### config.mk
export PLATFORM = sky130hd
export DESIGN_NAME = lfsr_prng_flat
export DESIGN_NICKNAME = d
export VERILOG_FILES = /design/src/rtl/lfsr_prng_if.sv /design/src/rtl/lfsr_prng.sv /design/src/flat_wrapper.sv
export SDC_FILE = /design/constraint.sdc
export NUM_CORES = 1
export LEC_CHECK = 0
export CORE_ASPECT_RATIO = 0.6
export CORE_MARGIN = 2
export CORE_UTILIZATION = 48
export DETAILED_ROUTE_END_ITERATION = 8
export GPL_TIMING_DRIVEN = 0
export PLACE_DENSITY = 0.78
export SYNTH_ARGS = -nofsm -noshare
export SYNTH_HDL_FRONTEND = slang
export SYNTH_SLANG_ARGS = --single-unit
export TNS_END_PERCENT = 50
### constraint.sdc
create_clock -name clk -period 2 [get_ports clk]
set_clock_uncertainty 0.2 [all_clocks]
set_input_delay 0.4 -clock clk [delete_from_list [all_inputs] [get_ports clk]]
set_output_delay 0.4 -clock clk [all_outputs]
set_load 0.01 [all_outputs]
### src/rtl/lfsr_prng_if.sv
// Handshake/bus bundle for lfsr_prng. The master drives control and seed, and the
// slave (the generator) returns the state, the handshake and the status flags.
interface lfsr_prng_if #(
  parameter int WIDTH = 9
);
  logic             en;
  logic             load;
  logic [WIDTH-1:0] seed_in;
  logic             out_ready;
  logic [WIDTH-1:0] data;
  logic             out_valid;
  logic             wrap;
  logic             lockup;
  logic [WIDTH-1:0] count;

  modport master (
    output en, load, seed_in, out_ready,
    input  data, out_valid, wrap, lockup, count
  );

  modport slave (
    input  en, load, seed_in, out_ready,
    output data, out_valid, wrap, lockup, count
  );
endinterface

### src/rtl/lfsr_prng.sv
// LFSR pseudo-random generator with a ready/valid output handshake.
// The register advances only on an accepted step, so a stalled consumer never
// loses a value. Structure: MODE=0 selects Fibonacci, MODE=1 selects Galois.
// The generator spends one INIT cycle after reset and after each load, and
// holds out_valid low during that cycle. A zero seed would lock the register,
// so a zero seed is replaced by SEED and the sticky lockup flag is raised.
module lfsr_prng #(
  parameter int               WIDTH = 9,
  parameter logic [WIDTH-1:0] TAPS  = WIDTH'(9'h110),
  parameter logic [WIDTH-1:0] SEED  = WIDTH'(9'h01F),
  parameter int               MODE  = 0
) (
  input  logic        clk,
  input  logic        rst,
  lfsr_prng_if.slave  bus
);

  typedef enum logic {INIT, RUN} state_t;

  state_t           state_q;
  logic [WIDTH-1:0] data_q;
  logic [WIDTH-1:0] start_q;
  logic [WIDTH-1:0] count_q;
  logic             wrap_q;
  logic             lockup_q;

  logic [WIDTH-1:0] step_val;
  logic             out_valid;
  logic             accept;

  // One-step successor of the current state, selected by MODE at elaboration.
  generate
    if (MODE == 0) begin : g_fib
      assign step_val = {data_q[WIDTH-2:0], ^(data_q & TAPS)};
    end else begin : g_gal
      assign step_val = {data_q[WIDTH-2:0], 1'b0} ^ ({WIDTH{data_q[WIDTH-1]}} & TAPS);
    end
  endgenerate

  assign out_valid = (state_q == RUN) && bus.en;
  // Load takes priority over a step, so a step coinciding with load is not accepted.
  assign accept    = out_valid && bus.out_ready && !bus.load;

  // Control FSM and datapath, with priority rst > load > accepted step.
  always_ff @(posedge clk) begin
    if (rst) begin
      state_q  <= INIT;
      data_q   <= SEED;
      start_q  <= SEED;
      count_q  <= '0;
      wrap_q   <= 1'b0;
      lockup_q <= 1'b0;
    end else if (bus.load) begin
      state_q <= INIT;
      count_q <= '0;
      wrap_q  <= 1'b0;
      if (bus.seed_in == '0) begin
        data_q   <= SEED;
        start_q  <= SEED;
        lockup_q <= 1'b1;
      end else begin
        data_q  <= bus.seed_in;
        start_q <= bus.seed_in;
      end
    end else begin
      wrap_q <= 1'b0;
      if (state_q == INIT) state_q <= RUN;
      if (accept) begin
        data_q <= step_val;
        // On returning to the start value, the period counter restarts instead of counting on.
        if (step_val == start_q) begin
          count_q <= '0;
          wrap_q  <= 1'b1;
        end else begin
          count_q <= count_q + 1'b1;
        end
      end
    end
  end

  assign bus.data      = data_q;
  assign bus.out_valid = out_valid;
  assign bus.wrap      = wrap_q;
  assign bus.lockup    = lockup_q;
  assign bus.count     = count_q;

endmodule

### src/flat_wrapper.sv
// flat-port wrapper written by rule: the top's interface ports become plain ports
module lfsr_prng_flat 
#(
  parameter int               WIDTH = 9,
  parameter logic [WIDTH-1:0] TAPS  = WIDTH'(9'h110),
  parameter logic [WIDTH-1:0] SEED  = WIDTH'(9'h01F),
  parameter int               MODE  = 0
)
  (clk, rst, bus_en, bus_load, bus_seed_in, bus_out_ready, bus_data, bus_out_valid, bus_wrap, bus_lockup, bus_count);
  lfsr_prng_if #(.WIDTH(WIDTH)) bus_i ();
  input  logic clk;
  input  logic rst;
  input wire logic [$bits(bus_i.en)-1:0] bus_en;
  input wire logic [$bits(bus_i.load)-1:0] bus_load;
  input wire logic [$bits(bus_i.seed_in)-1:0] bus_seed_in;
  input wire logic [$bits(bus_i.out_ready)-1:0] bus_out_ready;
  output wire logic [$bits(bus_i.data)-1:0] bus_data;
  output wire logic [$bits(bus_i.out_valid)-1:0] bus_out_valid;
  output wire logic [$bits(bus_i.wrap)-1:0] bus_wrap;
  output wire logic [$bits(bus_i.lockup)-1:0] bus_lockup;
  output wire logic [$bits(bus_i.count)-1:0] bus_count;
  assign bus_i.en = bus_en;
  assign bus_i.load = bus_load;
  assign bus_i.seed_in = bus_seed_in;
  assign bus_i.out_ready = bus_out_ready;
  assign bus_data = bus_i.data;
  assign bus_out_valid = bus_i.out_valid;
  assign bus_wrap = bus_i.wrap;
  assign bus_lockup = bus_i.lockup;
  assign bus_count = bus_i.count;
  lfsr_prng #(.WIDTH(WIDTH), .TAPS(TAPS), .SEED(SEED), .MODE(MODE)) u_core (.clk(clk), .rst(rst), .bus(bus_i));
endmodule
# Yosys cells after proc, flatten, opt, wreduce, memory -nomap -nowiden
# Index checks and enable logic that the tools add are counted.
[op_classes]
add_sub_neg = 1
n_eq_ne = 1
mux = 6
bitwise_logic = 1
reduce_logical = 10
[op_table]
columns = ["operator", "n"]
rows = [
  ["9-bit 2-to-1 mux", 4],
  ["9-bit by 1-bit adder with 9-bit output (second input constant)", 1],
  ["9-bit equality test", 1],
  ["9-bit logical NOT", 1],
  ["9-bit parity", 1],
  ["1-bit logical AND", 3],
  ["3-bit OR reduction", 1],
  ["1-bit 2-to-1 mux", 2],
  ["2-bit AND reduction", 1],
  ["2-bit nonzero test", 1],
  ["2-bit OR reduction", 1],
  ["1-bit logical NOT", 1],
  ["1-bit NOT", 1],
]
[totals]
register_bits = 30
in_bits = 14
wordCells = 25

# Logic depth before layout (Yosys ltp)
# Gate-level depths: netlist (run 1).
[depth]
ltp_word = 5
mapped_depth = 5
mapped_depth_nobuf = 5

# Worst setup path before layout (run 1)
# No wires, ideal clock.
[synth_timing]
path_kind = "in2reg"
from = "in bus_out_ready"
to = "reg u_core.count_q[0] (netlist: u_core.bus.count[0])"
setup_time_ps = 135
arrival_ps = 1349
t_required_ps = 1665
path_slack_ps = 317
stages = 5
path_cell_list = "and3_1 -> buf_4 -> nand2b_2 -> o41ai_4 -> nor2_1"
[synth_between]
elab_chain_cells = 2
[synth_lines]
columns = ["item", "line", "rtl"]
rows = [
  ["start: declaration", "flat_wrapper.sv:16", "input wire logic [$bits(bus_i.out_ready)-1:0] bus_out_ready;"],
  ["1-bit logical AND (2 in series)", "lfsr_prng.sv:42", "assign accept = out_valid && bus.out_ready && !bus.load;"],
  ["end signal: assignment", "lfsr_prng.sv:75", "count_q <= count_q + 1'b1;"],
  ["end: declaration", "lfsr_prng.sv:23", "logic [WIDTH-1:0] count_q;"],
]
# No other way between the ends.
# A chain may end at the register's enable or synchronous reset.

# Worst setup path in the final report (run 1)
[layout_timing]
from = "in bus_seed_in[0]"
to = "reg u_core.start_q[1]"
[layout_between]
elab_chain_cells = 2
[layout_lines]
columns = ["item", "line", "rtl"]
rows = [
  ["start: declaration", "flat_wrapper.sv:15", "input wire logic [$bits(bus_i.seed_in)-1:0] bus_seed_in;"],
  ["9-bit logical NOT", "lfsr_prng.sv:57", "if (bus.seed_in == '0) begin"],
  ["9-bit 2-to-1 mux", "lfsr_prng.sv:57", ""],
  ["end signal: assignment", "lfsr_prng.sv:63", "start_q <= bus.seed_in;"],
  ["end: declaration", "lfsr_prng.sv:22", "logic [WIDTH-1:0] start_q;"],
]
# No other way between the ends.

==> impl_metrics.json, run 1 <==
{
  "status": "completed",
  "dr.first_iter.drc_count": 57,
  "drv_cap": 0,
  "p_int_mw": 0.989,
  "wl_um": 3450,
  "crit_arrival_ns": 1.92,
  "synth-seq-cells": 30,
  "critPathMaxFanout": 9,
  "setup-violations-final": 0,
  "critPathTopFamily": "simple AND/OR/NAND/NOR gates",
  "grt_max_degree": 11,
  "routed_via_density": 5.40,
  "area_growth_pct": 35.2,
  "dieArea_sq_um": 3330,
  "drive_above_1_share": 0.0876,
  "p_comb_frac": 0.132,
  "cts_tree": "yes",
  "synth.area.top_cells": "dfxtp_1 44%, xnor2_1 8.9%, nor2_1 5.4%",
  "netlist_top_cells_count": "30 x dfxtp_1, 20 x nor2_1, 14 x xnor2_1, 9 x nand2_1",
  "synth_top_area_share": 0.436,
  "post-synth-top-count-cell": "dfxtp_1",
  "grt_overflow_total": 0,
  "met3_usage": 0.0597,
  "n_antenna_cell": 0,
  "cp.buffers_inverters": 1,
  "syn_area_per_cell_sq_um": 9.18,
  "io_pins": 35,
  "fill_cells": 205,
  "synth_nets": 165,
  "cts_buffers": 5,
  "max_freq_mhz": 520,
  "critPathKind": "in -> reg",
  "slew-limit-headroom": 0.653,
  "yosys.cell_types.count": 34,
  "cp.required_ns": 2.00,
  "cts_buffer_depth": 2,
  "drv_slew": 0,
  "drc_errors": 0,
  "initial_core_util": 0.528,
  "post_dp_cell_area_sq_um": 1760,
  "setup_slack_ns": 0.0771,
  "critPathLaunchType": "input pin",
  "final_area_sq_um": 1860,
  "crit_path_top_delay_cell": "clkdlybuf4s50_1",
  "async_flop_share": 0,
  "swShare": 0.248,
  "vias": 1220,
  "synth_edf_count": 0,
  "cts-root-buf": "clkbuf_8",
  "grtUsageMet1": 0.355,
  "ant_nets": 0,
  "p_sw_mw": 0.327,
  "rsz0062_at_grt": "true",
  "hold_buffers": 0,
  "num_rows": 14,
  "die_h_um": 45.5,
  "routedWlPerCell_um": 15.3,
  "finalHoldViolCount": 0,
  "leakage_nw": 0.672,
  "grt_pass1_wl_um": 5920,
  "crit_chain": "clkdlybuf4s50_1 -> or3_1 -> nor4_4 -> a21oi_2 -> o21ai_0",
  "nets": 208,
  "end_kind": "flop",
  "min_path_type": "reg -> reg",
  "pre_cts_ws_ns": -0.422,
  "met2_usage": 0.351,
  "synth_cells": 150,
  "vdd_drop_max_mv": 0.412,
  "timing.final.crit_share": 0.961,
  "pwr-share-seq": 0.488,
  "grt_usage": 0.242,
  "synthFlopType": "dfxtp_1",
  "htreeDepth": 2,
  "die_w_um": 73.2,
  "synth_top_area_cell": "dfxtp_1",
  "clk_pin_slew_ns": 0.06,
  "hpwl_um": 2620,
  "core_sq_um": 2610,
  "p_per_area_nw_per_um2": 706,
  "power_mw": 1.32,
  "grt_pass1_vias": 1187,
  "seq_area_frac_synth": 0.436,
  "critPathMaxStageDelay_ns": 0.47,
  "cts_sinks": 30,
  "clock_power_share": 0.380,
  "top_usage_layer": "met1",
  "place_congestion": 0.832,
  "syn_area_sq_um": 1380,
  "clock_latency_ns": 0.28,
  "layout_min_cycle_time_ns": 1.92,
  "io_buffer_count": 34,
  "antenna_found_initial": 0,
  "yosysWarnings": 0,
  "drtPass1Iterations": 4,
  "tightestPinTransition_ns": 0.521
}
==> state kept, by name, indices dropped and copies added, names as in the netlist <==
name,cells
u_core.bus.count,9
u_core.bus.data,9
u_core.bus.lockup,1
u_core.bus.wrap,1
u_core.start_q,9
u_core.state_q,1
==> final timing paths <==
| path | from | depth (start not counted) | slack [ns] | end |
|---|---|---|---|---|
| worst min register to register | u_core.bus.lockup$_SDFFE_PP0P_ | 2 | 0.28 | u_core.bus.lockup$_SDFFE_PP0P_ |
| worst min-delay path | u_core.bus.lockup$_SDFFE_PP0P_ | 2 | 0.28 | u_core.bus.lockup$_SDFFE_PP0P_ |
| worst max register to register | u_core.bus.data[2]$_SDFFE_PP1P_ | 5 | 0.21 | u_core.bus.count[8]$_SDFFE_PP0P_ |
| worst max-delay path | bus_seed_in[0] | 5 | 0.08 | u_core.start_q[1]$_SDFFE_PP1P_ |
==> metrics by stage <==
step                      hold WS [ns]  std cells   util  setup TNS, ns
after floorplan                  0.261        150      -              0
after global placement           0.257        216  0.674          -5.88
after detailed placement         0.265        216  0.674          -6.73
after CTS                        0.284        226  0.714              0
after global routing             0.312        226  0.714        -0.0679
final                            0.278        226  0.714              0
==> layout make-up <==
class,instances,area (sq um),share of cell area
clock inverters,1,5.00,0.00269
well taps,32,40.0,0.0215
repair buffers,36,354,0.190
plain buffers,6,28.8,0.0154
flip-flops and latches,30,601,0.322
clock buffers,7,86.3,0.0463
multi-input cells,114,748,0.402
==> power by group through the flow <==
| stage | Clock [mW] | Sequential, mW | Combinational (mW) |
|---|---|---|---|
| after global routing | 0.529 | 0.646 | 0.188 |
| after global placement | 0 | 0.654 | 0.167 |
| final | 0.500 | 0.643 | 0.174 |
| after CTS | 0.502 | 0.642 | 0.174 |
| after detailed placement | 0 | 0.655 | 0.170 |
| after floorplan | 0 | 0.655 | 0.0903 |
==> worst reg2reg max path, cell delays in order, from the launching register on <==
cell and delay, ns:
dfxtp_1 0.41, xnor2_1 0.15, nand4_1 0.23, o41ai_4 0.42
buf_4 0.20, nor2_1 0.06
==> metal layers <==
layer	wire, um	vias to the layer above
li1	-	600
met1	1750	580
met2	1480	35
met3	203	5
met4	27	0
met5	0	-
==> logic make-up (layout without fill, tap and decap cells) <==
family | after synthesis | after routing | synth area share
buf+inv | 6 | 50 | 0.0209
fa+ha+maj | 1 | 1 | 0.00908
xor+xnor | 18 | 18 | 0.114
mux | 5 | 5 | 0.0363
compound gates | 26 | 26 | 0.132
simple gates | 64 | 64 | 0.252
flops | 30 | 30 | 0.436
==> cells in the final DEF (no fill, tap or decap), drive strengths merged, types with 3 or more instances in the layout <==
cell	instances
buf	5
nor3	3
nand2b	6
xor2	4
nor4	3
nand2	9
and2	6
a21oi	7
nand3	5
o21a	4
clkbuf	10
dfxtp	30
nor2	20
clkdlybuf4s50	33
mux2i	5
o21ai	8
a211oi	5
nor2b	3
xnor2	14
==> timing repair <==
action,in CTS,in global routing
resized for setup,1,0
setup buffers,2,0
endpoints found under the hold margin,0,0
pin swaps,1,1
endpoints found under the setup margin,10,10
Power figures use the tool's default switching activity.
==> run 2, diff against run 1 <==
Clock period 2 ns to 1.9 ns, I/O delays scaled along.
==> run 2 against run 1 <==
Routed wire length up 2.6%. Critical path depth decreased by 4. Worst setup slack got worse by 0.033 ns. Critical path type is now reg -> out. First-iteration DRC count up 16%. Register-to-register slack got worse by 0.08 ns. Core utilization increased by 3.0 points. Largest power group unchanged. Highest routed layer unchanged. Global-route usage stayed put. Final cell count rose by 1.3%.
==> impl_metrics.json, run 2 (synthesized netlist as in run 1, its figures left out) <==
{
  "p_comb_frac": 0.135,
  "critPathLaunchType": "flop",
  "rsz0062_at_grt": "false",
  "setup_slack_ns": 0.0437,
  "io_pins": 35,
  "die_h_um": 45.5,
  "layout_min_cycle_time_ns": 1.86,
  "die_w_um": 73.2,
  "grt_pass1_vias": 1187,
  "critPathKind": "reg -> out",
  "vdd_drop_max_mv": 0.430,
  "clock_latency_ns": 0.28,
  "area_growth_pct": 40.9,
  "grt_usage": 0.242,
  "drv_cap": 0,
  "routedWlPerCell_um": 15.5,
  "cts_buffer_depth": 2,
  "hpwl_um": 2620,
  "finalHoldViolCount": 0,
  "critPathMaxFanout": 4,
  "cts-root-buf": "clkbuf_8",
  "place_congestion": 0.832,
  "leakage_nw": 0.760,
  "clk_pin_slew_ns": 0.06,
  "core_sq_um": 2610,
  "grt_overflow_total": 0,
  "antenna_found_initial": 0,
  "final_area_sq_um": 1940,
  "finalNonFillerCells": 229,
  "dieArea_sq_um": 3330,
  "routed_via_density": 5.35,
  "ant_nets": 0,
  "cts_tree": "yes",
  "p_sw_mw": 0.347,
  "nets": 211,
  "end_kind": "primary output",
  "drtPass1Iterations": 4,
  "crit_chain": "clkdlybuf4s50_1",
  "status": "completed",
  "drc_errors": 0,
  "power_mw": 1.39,
  "initial_core_util": 0.528,
  "pre_cts_ws_ns": -0.502,
  "timing.final.crit_share": 0.977,
  "dr.first_iter.drc_count": 66,
  "critPathTopFamily": "buffers and inverters",
  "clock_power_share": 0.378,
  "cp.required_ns": 1.32,
  "p_int_mw": 1.04,
  "post_dp_cell_area_sq_um": 1760,
  "min_path_type": "in -> reg",
  "num_rows": 14,
  "cts_buffers": 5,
  "io_buffer_count": 34,
  "crit_arrival_ns": 1.28,
  "final_cell_mix": "27 x clkdlybuf4s50_1, 27 x dfxtp_1, 20 x nor2_1",
  "grt_pass1_wl_um": 5920,
  "crit_path_top_delay_cell": "clkdlybuf4s50_1",
  "n_antenna_cell": 0,
  "tightestPinTransition_ns": 0.505,
  "slew-limit-headroom": 0.664,
  "drv_slew": 0,
  "p_per_area_nw_per_um2": 717,
  "placedCellCount": 216,
  "wl_um": 3540,
  "vias": 1225,
  "grt_max_degree": 11,
  "critPathMaxStageDelay_ns": 0.58,
  "swShare": 0.249,
  "cts_sinks": 30,
  "cp.buffers_inverters": 1,
  "pwr-share-seq": 0.487,
  "setup-violations-final": 0,
  "drive_above_1_share": 0.137,
  "htreeDepth": 2,
  "max_freq_mhz": 539
}
-- run 2: cell types whose count changed in the layout (fill, tap and decap cells not counted), moves of 3 or more --
| cell | change |
|---|---|
| buf_4 | +3 |
| clkdlybuf4s50_1 | -6 |
| dfxtp_2 | +3 |
| dfxtp_1 | -3 |
| dlymetal6s2s_1 | +6 |
-- run 2: power by group through the flow --
stage / registers (mW) / logic, mW / clock network [mW]
2_1_floorplan: 0.690 / 0.0950 / 0
3_3_place_gp: 0.688 / 0.175 / 0
3_5_place_dp: 0.690 / 0.179 / 0
4_1_cts: 0.676 / 0.183 / 0.528
5_1_grt: 0.680 / 0.203 / 0.557
6_report: 0.677 / 0.187 / 0.526
-- run 2: repair_timing --
action                                  in CTS  in global routing
resized for setup                            1                 18
hold buffers                                 0                  0
pin swaps                                    2                  4
buffers inserted                             2                  3
gates cloned                                 0                  0
endpoints found under the hold margin        0                  0
endpoints found under the setup margin      19                 18
-- run 2: layout make-up --
class                   instances  area, sq um
well taps                      32         40.0
plain buffers                   6         38.8
flip-flops and latches         30          604
repair buffers                 39          392
fillers                       195          669
clock inverters                 1         5.00
multi-input cells             114          774
clock buffers                   7         86.3
-- run 2: per-layer routing --
metal / up-vias / track usage / share of wire / wire (um)
li1: 604 / - / - / -
met1: 576 / 0.355 / 0.51 / 1800
met2: 36 / 0.351 / 0.42 / 1490
met3: 9 / 0.0597 / 0.057 / 201
met4: 0 / 0.0704 / 0.013 / 46
met5: - / 0 / 0 / 0
-- run 2: worst paths after layout --
kind         cells past startpoint                       startpoint                               end  slack (ns)
min                              3                   bus_seed_in[5]    u_core.start_q[5]$_SDFFE_PP0P_        0.26
max                              1  u_core.bus.data[6]$_SDFFE_PP0P_                       bus_data[6]        0.04
min reg2reg                      2   u_core.bus.lockup$_SDFFE_PP0P_    u_core.bus.lockup$_SDFFE_PP0P_        0.29
max reg2reg                      5  u_core.bus.data[0]$_SDFFE_PP1P_  u_core.bus.count[8]$_SDFFE_PP0P_        0.13
-- run 2: metrics by stage --
| step | TNS (ns) | utilization | hold slack, ns |
|---|---|---|---|
| 2_1_floorplan | 0 | - | 0.257 |
| 3_3_place_gp | -7.86 | 0.674 | 0.257 |
| 3_5_place_dp | -8.71 | 0.674 | 0.265 |
| 4_1_cts | 0 | 0.714 | 0.284 |
| 5_1_grt | 0 | 0.744 | 0.276 |
| 6_report | 0 | 0.744 | 0.263 |
-- run 2: worst register-to-register path, cell delays in order (launching register included) --
cell	delay, ns
dfxtp_1	0.41
xnor2_1	0.14
nand4_1	0.23
o41ai_4	0.42
buf_4	0.20
nor2_1	0.06
